===== config.mk =====
export PLATFORM = sky130hd
export DESIGN_NAME = booth_divider_flat
export DESIGN_NICKNAME = d
export VERILOG_FILES = /design/src/rtl/booth_divider_if.sv /design/src/rtl/booth_divider.sv /design/src/flat_wrapper.sv
export SDC_FILE = /design/constraint.sdc
export NUM_CORES = 1
export LEC_CHECK = 0
export ABC_AREA = 1
export ABC_CLOCK_PERIOD_IN_PS = 3400
export CAP_MARGIN = 20
export CORE_MARGIN = 4
export CORE_UTILIZATION = 40
export CTS_CLUSTER_SIZE = 14
export DETAILED_ROUTE_END_ITERATION = 8
export SETUP_SLACK_MARGIN = 0.4
export SLEW_MARGIN = 20
export SYNTH_ARGS = -nofsm -noshare
export SYNTH_HDL_FRONTEND = slang
export SYNTH_SLANG_ARGS = --single-unit

===== constraint.sdc =====
create_clock -name clk -period 3.4 [get_ports clk]
set_input_delay 0.68 -clock clk [delete_from_list [all_inputs] [get_ports clk]]
set_output_delay 0.68 -clock clk [all_outputs]
set_load 0.01 [all_outputs]

===== src/rtl/booth_divider_if.sv =====
// Start/ready handshake bundle shared by the divider and its sequencer.
// Operands flow master->slave; results and status flow back.
interface booth_divider_if #(
    parameter int N = 6
);
    logic              start;
    logic [2*N-1:0]    dividend;
    logic [N-1:0]      divisor;
    logic              ready;
    logic              done;
    logic [2*N-1:0]    quotient;
    logic [N-1:0]      remainder;
    logic              div_by_zero;
    logic              overflow;

    modport master (
        output start, dividend, divisor,
        input  ready, done, quotient, remainder, div_by_zero, overflow
    );

    modport slave (
        input  start, dividend, divisor,
        output ready, done, quotient, remainder, div_by_zero, overflow
    );
endinterface


===== src/rtl/booth_divider.sv =====
// Sequential signed divider: 2N-bit dividend / N-bit divisor, restoring
// division on magnitudes (one quotient bit per clock) followed by a sign fix-up.
module booth_divider #(
    parameter int N = 6
) (
    input  logic           clk,
    input  logic           rst,
    booth_divider_if.slave bus
);
    localparam int W  = 2 * N;
    localparam int CW = $clog2(W);

    localparam logic [1:0] S_IDLE = 2'd0;
    localparam logic [1:0] S_LOAD = 2'd1;
    localparam logic [1:0] S_ITER = 2'd2;
    localparam logic [1:0] S_FIX  = 2'd3;

    logic [1:0]    state_r;
    logic [CW-1:0] cnt_r;
    logic [W-1:0]  dvd_r;
    logic [N-1:0]  dsor_r;
    logic [W-1:0]  qreg_r;
    logic [N-1:0]  prem_r;
    logic [N:0]    dmag_r;
    logic          sign_q_r;
    logic          sign_r_r;
    logic          ready_r;
    logic          done_r;
    logic [W-1:0]  quot_r;
    logic [N-1:0]  rem_r;
    logic          dz_r;
    logic          ovf_r;

    logic [W-1:0]  dvd_mag_s;
    logic [N:0]    dsor_ext_s;
    logic [N:0]    dsor_mag_s;
    logic [N:0]    shifted_s;
    logic          ge_s;
    logic [N-1:0]  diff_s;
    logic [W-1:0]  qfix_s;
    logic [N-1:0]  rfix_s;
    logic          ovf_s;
    logic          dz_s;

    // Operand magnitudes, one restoring-division step and the signed fix-up values.
    always_comb begin
        dvd_mag_s  = dvd_r[W-1] ? -dvd_r : dvd_r;
        dsor_ext_s = {dsor_r[N-1], dsor_r};
        dsor_mag_s = dsor_r[N-1] ? -dsor_ext_s : dsor_ext_s;
        shifted_s  = {prem_r, qreg_r[W-1]};
        ge_s       = (shifted_s >= dmag_r);
        // Any kept difference is below |divisor| <= 2^(N-1), so N bits suffice.
        diff_s     = shifted_s[N-1:0] - dmag_r[N-1:0];
        qfix_s     = sign_q_r ? -qreg_r : qreg_r;
        rfix_s     = sign_r_r ? -prem_r : prem_r;
        dz_s       = (dsor_r == {N{1'b0}});
        ovf_s      = (dvd_r == {1'b1, {(W-1){1'b0}}}) && (dsor_r == {N{1'b1}});
    end

    // Control FSM, datapath registers and registered result outputs.
    always_ff @(posedge clk) begin
        if (rst) begin
            state_r  <= S_IDLE;
            cnt_r    <= '0;
            dvd_r    <= '0;
            dsor_r   <= '0;
            qreg_r   <= '0;
            prem_r   <= '0;
            dmag_r   <= '0;
            sign_q_r <= 1'b0;
            sign_r_r <= 1'b0;
            ready_r  <= 1'b1;
            done_r   <= 1'b0;
            quot_r   <= '0;
            rem_r    <= '0;
            dz_r     <= 1'b0;
            ovf_r    <= 1'b0;
        end else begin
            done_r <= 1'b0;
            case (state_r)
                S_IDLE: begin
                    if (bus.start) begin
                        dvd_r   <= bus.dividend;
                        dsor_r  <= bus.divisor;
                        dz_r    <= 1'b0;
                        ovf_r   <= 1'b0;
                        ready_r <= 1'b0;
                        state_r <= S_LOAD;
                    end
                end
                S_LOAD: begin
                    sign_q_r <= dvd_r[W-1] ^ dsor_r[N-1];
                    sign_r_r <= dvd_r[W-1];
                    qreg_r   <= dvd_mag_s;
                    dmag_r   <= dsor_mag_s;
                    prem_r   <= '0;
                    cnt_r    <= '0;
                    state_r  <= dz_s ? S_FIX : S_ITER;
                end
                S_ITER: begin
                    prem_r <= ge_s ? diff_s : shifted_s[N-1:0];
                    qreg_r <= {qreg_r[W-2:0], ge_s};
                    cnt_r  <= cnt_r + CW'(1);
                    if (cnt_r == CW'(W - 1)) begin
                        state_r <= S_FIX;
                    end
                end
                S_FIX: begin
                    if (dz_s) begin
                        quot_r <= '0;
                        rem_r  <= '0;
                        dz_r   <= 1'b1;
                        ovf_r  <= 1'b0;
                    end else begin
                        // The most-negative / -1 case wraps naturally to -2^(2N-1).
                        quot_r <= qfix_s;
                        rem_r  <= rfix_s;
                        dz_r   <= 1'b0;
                        ovf_r  <= ovf_s;
                    end
                    done_r  <= 1'b1;
                    ready_r <= 1'b1;
                    state_r <= S_IDLE;
                end
                default: begin
                    state_r <= S_IDLE;
                    ready_r <= 1'b1;
                end
            endcase
        end
    end

    assign bus.ready       = ready_r;
    assign bus.done        = done_r;
    assign bus.quotient    = quot_r;
    assign bus.remainder   = rem_r;
    assign bus.div_by_zero = dz_r;
    assign bus.overflow    = ovf_r;
endmodule


===== src/flat_wrapper.sv =====
// flat-port wrapper written by rule: the top's interface ports become plain ports
module booth_divider_flat 
#(
    parameter int N = 6
)
  (clk, rst, bus_start, bus_dividend, bus_divisor, bus_ready, bus_done, bus_quotient, bus_remainder, bus_div_by_zero, bus_overflow);
  booth_divider_if #(.N(N)) bus_i ();
  input  logic clk;
  input  logic rst;
  input wire logic [$bits(bus_i.start)-1:0] bus_start;
  input wire logic [$bits(bus_i.dividend)-1:0] bus_dividend;
  input wire logic [$bits(bus_i.divisor)-1:0] bus_divisor;
  output wire logic [$bits(bus_i.ready)-1:0] bus_ready;
  output wire logic [$bits(bus_i.done)-1:0] bus_done;
  output wire logic [$bits(bus_i.quotient)-1:0] bus_quotient;
  output wire logic [$bits(bus_i.remainder)-1:0] bus_remainder;
  output wire logic [$bits(bus_i.div_by_zero)-1:0] bus_div_by_zero;
  output wire logic [$bits(bus_i.overflow)-1:0] bus_overflow;
  assign bus_i.start = bus_start;
  assign bus_i.dividend = bus_dividend;
  assign bus_i.divisor = bus_divisor;
  assign bus_ready = bus_i.ready;
  assign bus_done = bus_i.done;
  assign bus_quotient = bus_i.quotient;
  assign bus_remainder = bus_i.remainder;
  assign bus_div_by_zero = bus_i.div_by_zero;
  assign bus_overflow = bus_i.overflow;
  booth_divider #(.N(N)) u_core (.clk(clk), .rst(rst), .bus(bus_i));
endmodule

# Word level (Yosys, flattened, before mapping)
# Cells that the tools add are included.
# totals
ff_bits	73
inputBits	21
out_inout_bits	22
wordCells	60
# op_classes
n_addsub	6
n_lt_le_gt_ge	1
n_eq_ne	8
mux	21
bitwise_logic	1
n_reduce_logical	8
# op_table
op	count
$mux W12	3
$neg A12 Y12	2
$pmux W12 S2	1
$mux W6	3
$eq A12 B12 Y1 const B	1
$pmux W6 S2	1
$pmux W2 S4	1
$pmux W4 S2	1
$ge A7 B7 Y1	1
$mux W7	1
$neg A7 Y7	1
$eq A6 B6 Y1 const B	1
$logic_not A6 Y1	1
$neg A6 Y6	1
$pmux W1 S2	3
$reduce_and A2 Y1	3
$sub A6 B6 Y6	1
$mux W1	5
$add A4 B1 Y4 const B	1
$eq A2 B2 Y1 const B	2
$eq A4 B4 Y1 const B	1
$mux W2	2
$reduce_bool A2 Y1	2
$eq A2 B1 Y1 const B	1
5 further kinds	5

# Logic depth before layout (Yosys ltp)
# depth
depth_word	4
depth_mapped	11

# Worst setup path after synthesis
# OpenSTA, ideal clock, no wires.
# synth_path
kind	register to register
start	register u_core.qreg_r[11]
end	register u_core.prem_r[4]
arrival_ps	1494
t_required_ps	3330
slack_ps	1836
path_stages_with_launch	12
n_path_buf	0
cell_sequence	dfxtp_1 inv_1 ha_1 inv_1 fa_1 nand3_1 nand3_1 nand2_1 nand2_1 nand2_1 nand3_1 a21oi_2
# synth_via
elab_chain_cells	3
word_cells_on_any_way	4
# synth_lines
item	line_no	rtl
start, declared	booth_divider.sv:22	logic [W-1:0] qreg_r;
start signal, assigned	booth_divider.sv:94	qreg_r <= dvd_mag_s;
start signal, assigned	booth_divider.sv:102	qreg_r <= {qreg_r[W-2:0], ge_s};
$sub A6 B6 Y6 or $ge A7 B7 Y1 (tied branches)	booth_divider.sv:53, booth_divider.sv:51	
$mux W6 (*)	booth_divider.sv:101	prem_r <= ge_s ? diff_s : shifted_s[N-1:0];
$pmux W6 S2 (*)	booth_divider.sv:80	case (state_r)
end signal, assigned	booth_divider.sv:101	
end, declared	booth_divider.sv:23	logic [N-1:0] prem_r;
# Every way passes the cells marked *; elsewhere a longest branch is shown, timed or not.
# A chain may end at the register's enable or synchronous reset.

# Worst setup path after layout
# layout_path
start	register u_core.state_r[0]
end	register u_core.qreg_r[5]
# layout_via
elab_chain_cells	2
word_cells_on_any_way	4
# layout_lines
item	line_no	rtl
start, declared	booth_divider.sv:18	logic [1:0] state_r;
start signal, assigned	booth_divider.sv:98	state_r <= dz_s ? S_FIX : S_ITER;
$eq A2 B2 Y1 or $eq A2 B1 Y1 (tied branches)	booth_divider.sv:80	
$pmux W12 S2 or $reduce_bool A2 Y1 (tied branches)	n/a	
# Parallel ways exist; a longest one is shown, timed or not.

==> qor.yml <==
status: "finished, final reports clean"
die_area_sq_um: 11700
cp-start-kind: "register"
fin_crit_sh_pct: 72.4
vdd_drop_max_mv: 0.311
yosysTopAreaCell: "dfxtp_1"
yosys-top-cells-count: "121 x nand2_1, 73 x dfxtp_1, 69 x inv_1, 51 x a21oi_1, 42 x nand3_1"
end_kind: "register"
rows: 36
synth_edf_count: 0
post_cts_buffers: 0
drt_iter0_markers: 145
cts_buffer_depth: 2
clock.fmax_mhz: 406
seq_area_frac_synth_pct: 36.4
gp_congestion: 0.874
hold_viol_final: 0
maxSlewHeadroom_pct: 41.9
hold_buffers: 0
ys_async_sr_fraction_pct: 0
finalMaxSlewViolations: 0
cts-resized-gates: 0
die_x_um: 108
nets: 630
arrival_ns: 2.73
tightest_slew_ns: 0.869
post-dp-hpwl_mm: 6.82
synth_area_leaders: "dfxtp_1 36%, nand2_1 11%, inv_1 6.5%"
wl_per_cell_um: 12.5
cts.htree.levels: 3
grt_max_degree: 45
start_util_pct: 41.0
fin_cells: 728
syn_to_final_growth_pct: 17.2
cp.required_ns: 3.67
yosys.cell_count.top_type: "nand2_1"
path_class: "reg2reg"
syn_area_per_cell_sq_um: 7.20
syn-num-nets: 597
grtUsageTotal_pct: 16.7
diodes: 0
clk_pin_slew_ns: 0.08
numCtsBuffers: 9
synth_ff_type: "dfxtp_1"
drt-total-wl_mm: 9.10
core_sq_um: 9770
fin_crit_ns: 2.46
drc: 0
dp_cells: 712
clockRootBuffer: "clkbuf_8"
cts_sinks: 73
synth_top_area_share_pct: 36.4
portBuffers: 42
dr.pass1.iters: 5
synthDistinctLibCells: 40
hold_class: "reg2reg"
grt_antenna_before_repair: 0
first_global_vias: 3387
io_pins: 43
finClkSkew_ns: 0.00971
synth-seq-cells: 73
setup_viol: 0
total_leakage_power_uw: 0.00187
drive_gt1_share_pct: 8.57
grt_pass1_wl_mm: 15.8
maxCapViolCount: 0
cts_tree: "yes"
grt-ovfl-total: 0
fin_setup_tns_ns: 0
worstPathMaxFanout: 16
grt_setup_unrepaired: "false"
powerDensity_nw_per_um2: 847
fp.dieH_um: 108
syn_inst: 557
syn_area_sq_um: 4010
synth_warnings: 0
clk_latency_ns: 0.34
antenna_left: 0
viasPerCell: 4.94
vias: 3598
holdWs_ns: 0.458
layer usage:
metal	up-vias	part of all wire, %	global-route usage (%)
met5	-	0	0
met4	0	1.6	6.40
met3	9	5.1	2.57
met2	83	42	25.4
met1	1604	51	23.8
li1	1902	-	-
state kept, by name, summed over array words and instances (netlist names), 2 cells and up:
signal / flops
u_core.bus.quotient: 12
u_core.dvd_r: 12
u_core.qreg_r: 12
u_core.dmag_r: 7
u_core.bus.remainder: 6
u_core.dsor_r: 6
u_core.prem_r: 6
u_core.cnt_r: 4
u_core.state_r: 2
stage by stage:
step / total power, uW / instance area (sq um) / setup slack, ns / utilization (%)
3_3_place_gp: 3220 / 4490 / 1.10 / 45.9
5_1_grt: 4380 / 4700 / 0.660 / 48.1
3_5_place_dp: 3260 / 4490 / 0.985 / 45.9
2_1_floorplan: 2860 / 4010 / 1.84 / -
4_1_cts: 4000 / 4700 / 0.963 / 48.1
6_report: 3980 / 4700 / 0.940 / 48.1
where the power goes:
group / switching [uW] / internal, uW
Combinational: 1280 / 729
Clock: 316 / 413
Sequential: 201 / 1050
Total: 1790 / 2190
worst max-delay path, stage by stage (launching register included):
cell and delay, ns:
dfxtp_1 0.42, inv_1 0.09, ha_1 0.59, inv_2 0.20
nor2_1 0.58, inv_1 0.14, a21oi_1 0.14, o21ai_0 0.10
a21oi_1 0.13
logic make-up after synthesis:
kind of cell / synth area share [%]
adders and majority gates: 6.12
and+or+nand+nor: 26.5
AOI/OAI and AO/OA: 18.3
buffers and inverters: 9.98
DFF: 36.4
xor gates and xnor gates: 2.62
layout make-up:
type / instances / area (sq um)
clock buffers: 11 / 131
clock inverters: 5 / 80.1
fillers: 1025 / 5070
inverters: 76 / 290
multi-input cells: 387 / 2150
flip-flops and latches: 73 / 1460
well taps: 133 / 166
repair buffers: 43 / 423
worst paths after layout:
check	startpoint	to	slack (ns)	depth (start not counted)
max reg2reg	u_core.state_r[0]	u_core.qreg_r[5]	0.94	8
max	u_core.state_r[0]	u_core.qreg_r[5]	0.94	8
min	u_core.dmag_r[6]	u_core.dmag_r[6]	0.46	2
min reg2reg	u_core.dmag_r[6]	u_core.dmag_r[6]	0.46	2
cells in the final DEF (no fill, tap or decap), types with 3 or more instances in the layout:
cell and n:
a21oi_1 51, a21oi_2 11, a31oi_1 6, clkbuf_8 9
clkdlybuf4s50_1 41, dfxtp_1 73, ha_1 18, inv_1 69
inv_2 3, nand2_1 121, nand2_2 6, nand3_1 42
nand3_2 3, nand3_4 3, nand4_1 9, nor2_1 35
nor3_1 4, o211ai_1 3, o21ai_0 36, o22ai_1 10
xor2_1 10
No activity file was read; power rests on OpenSTA's default activity.
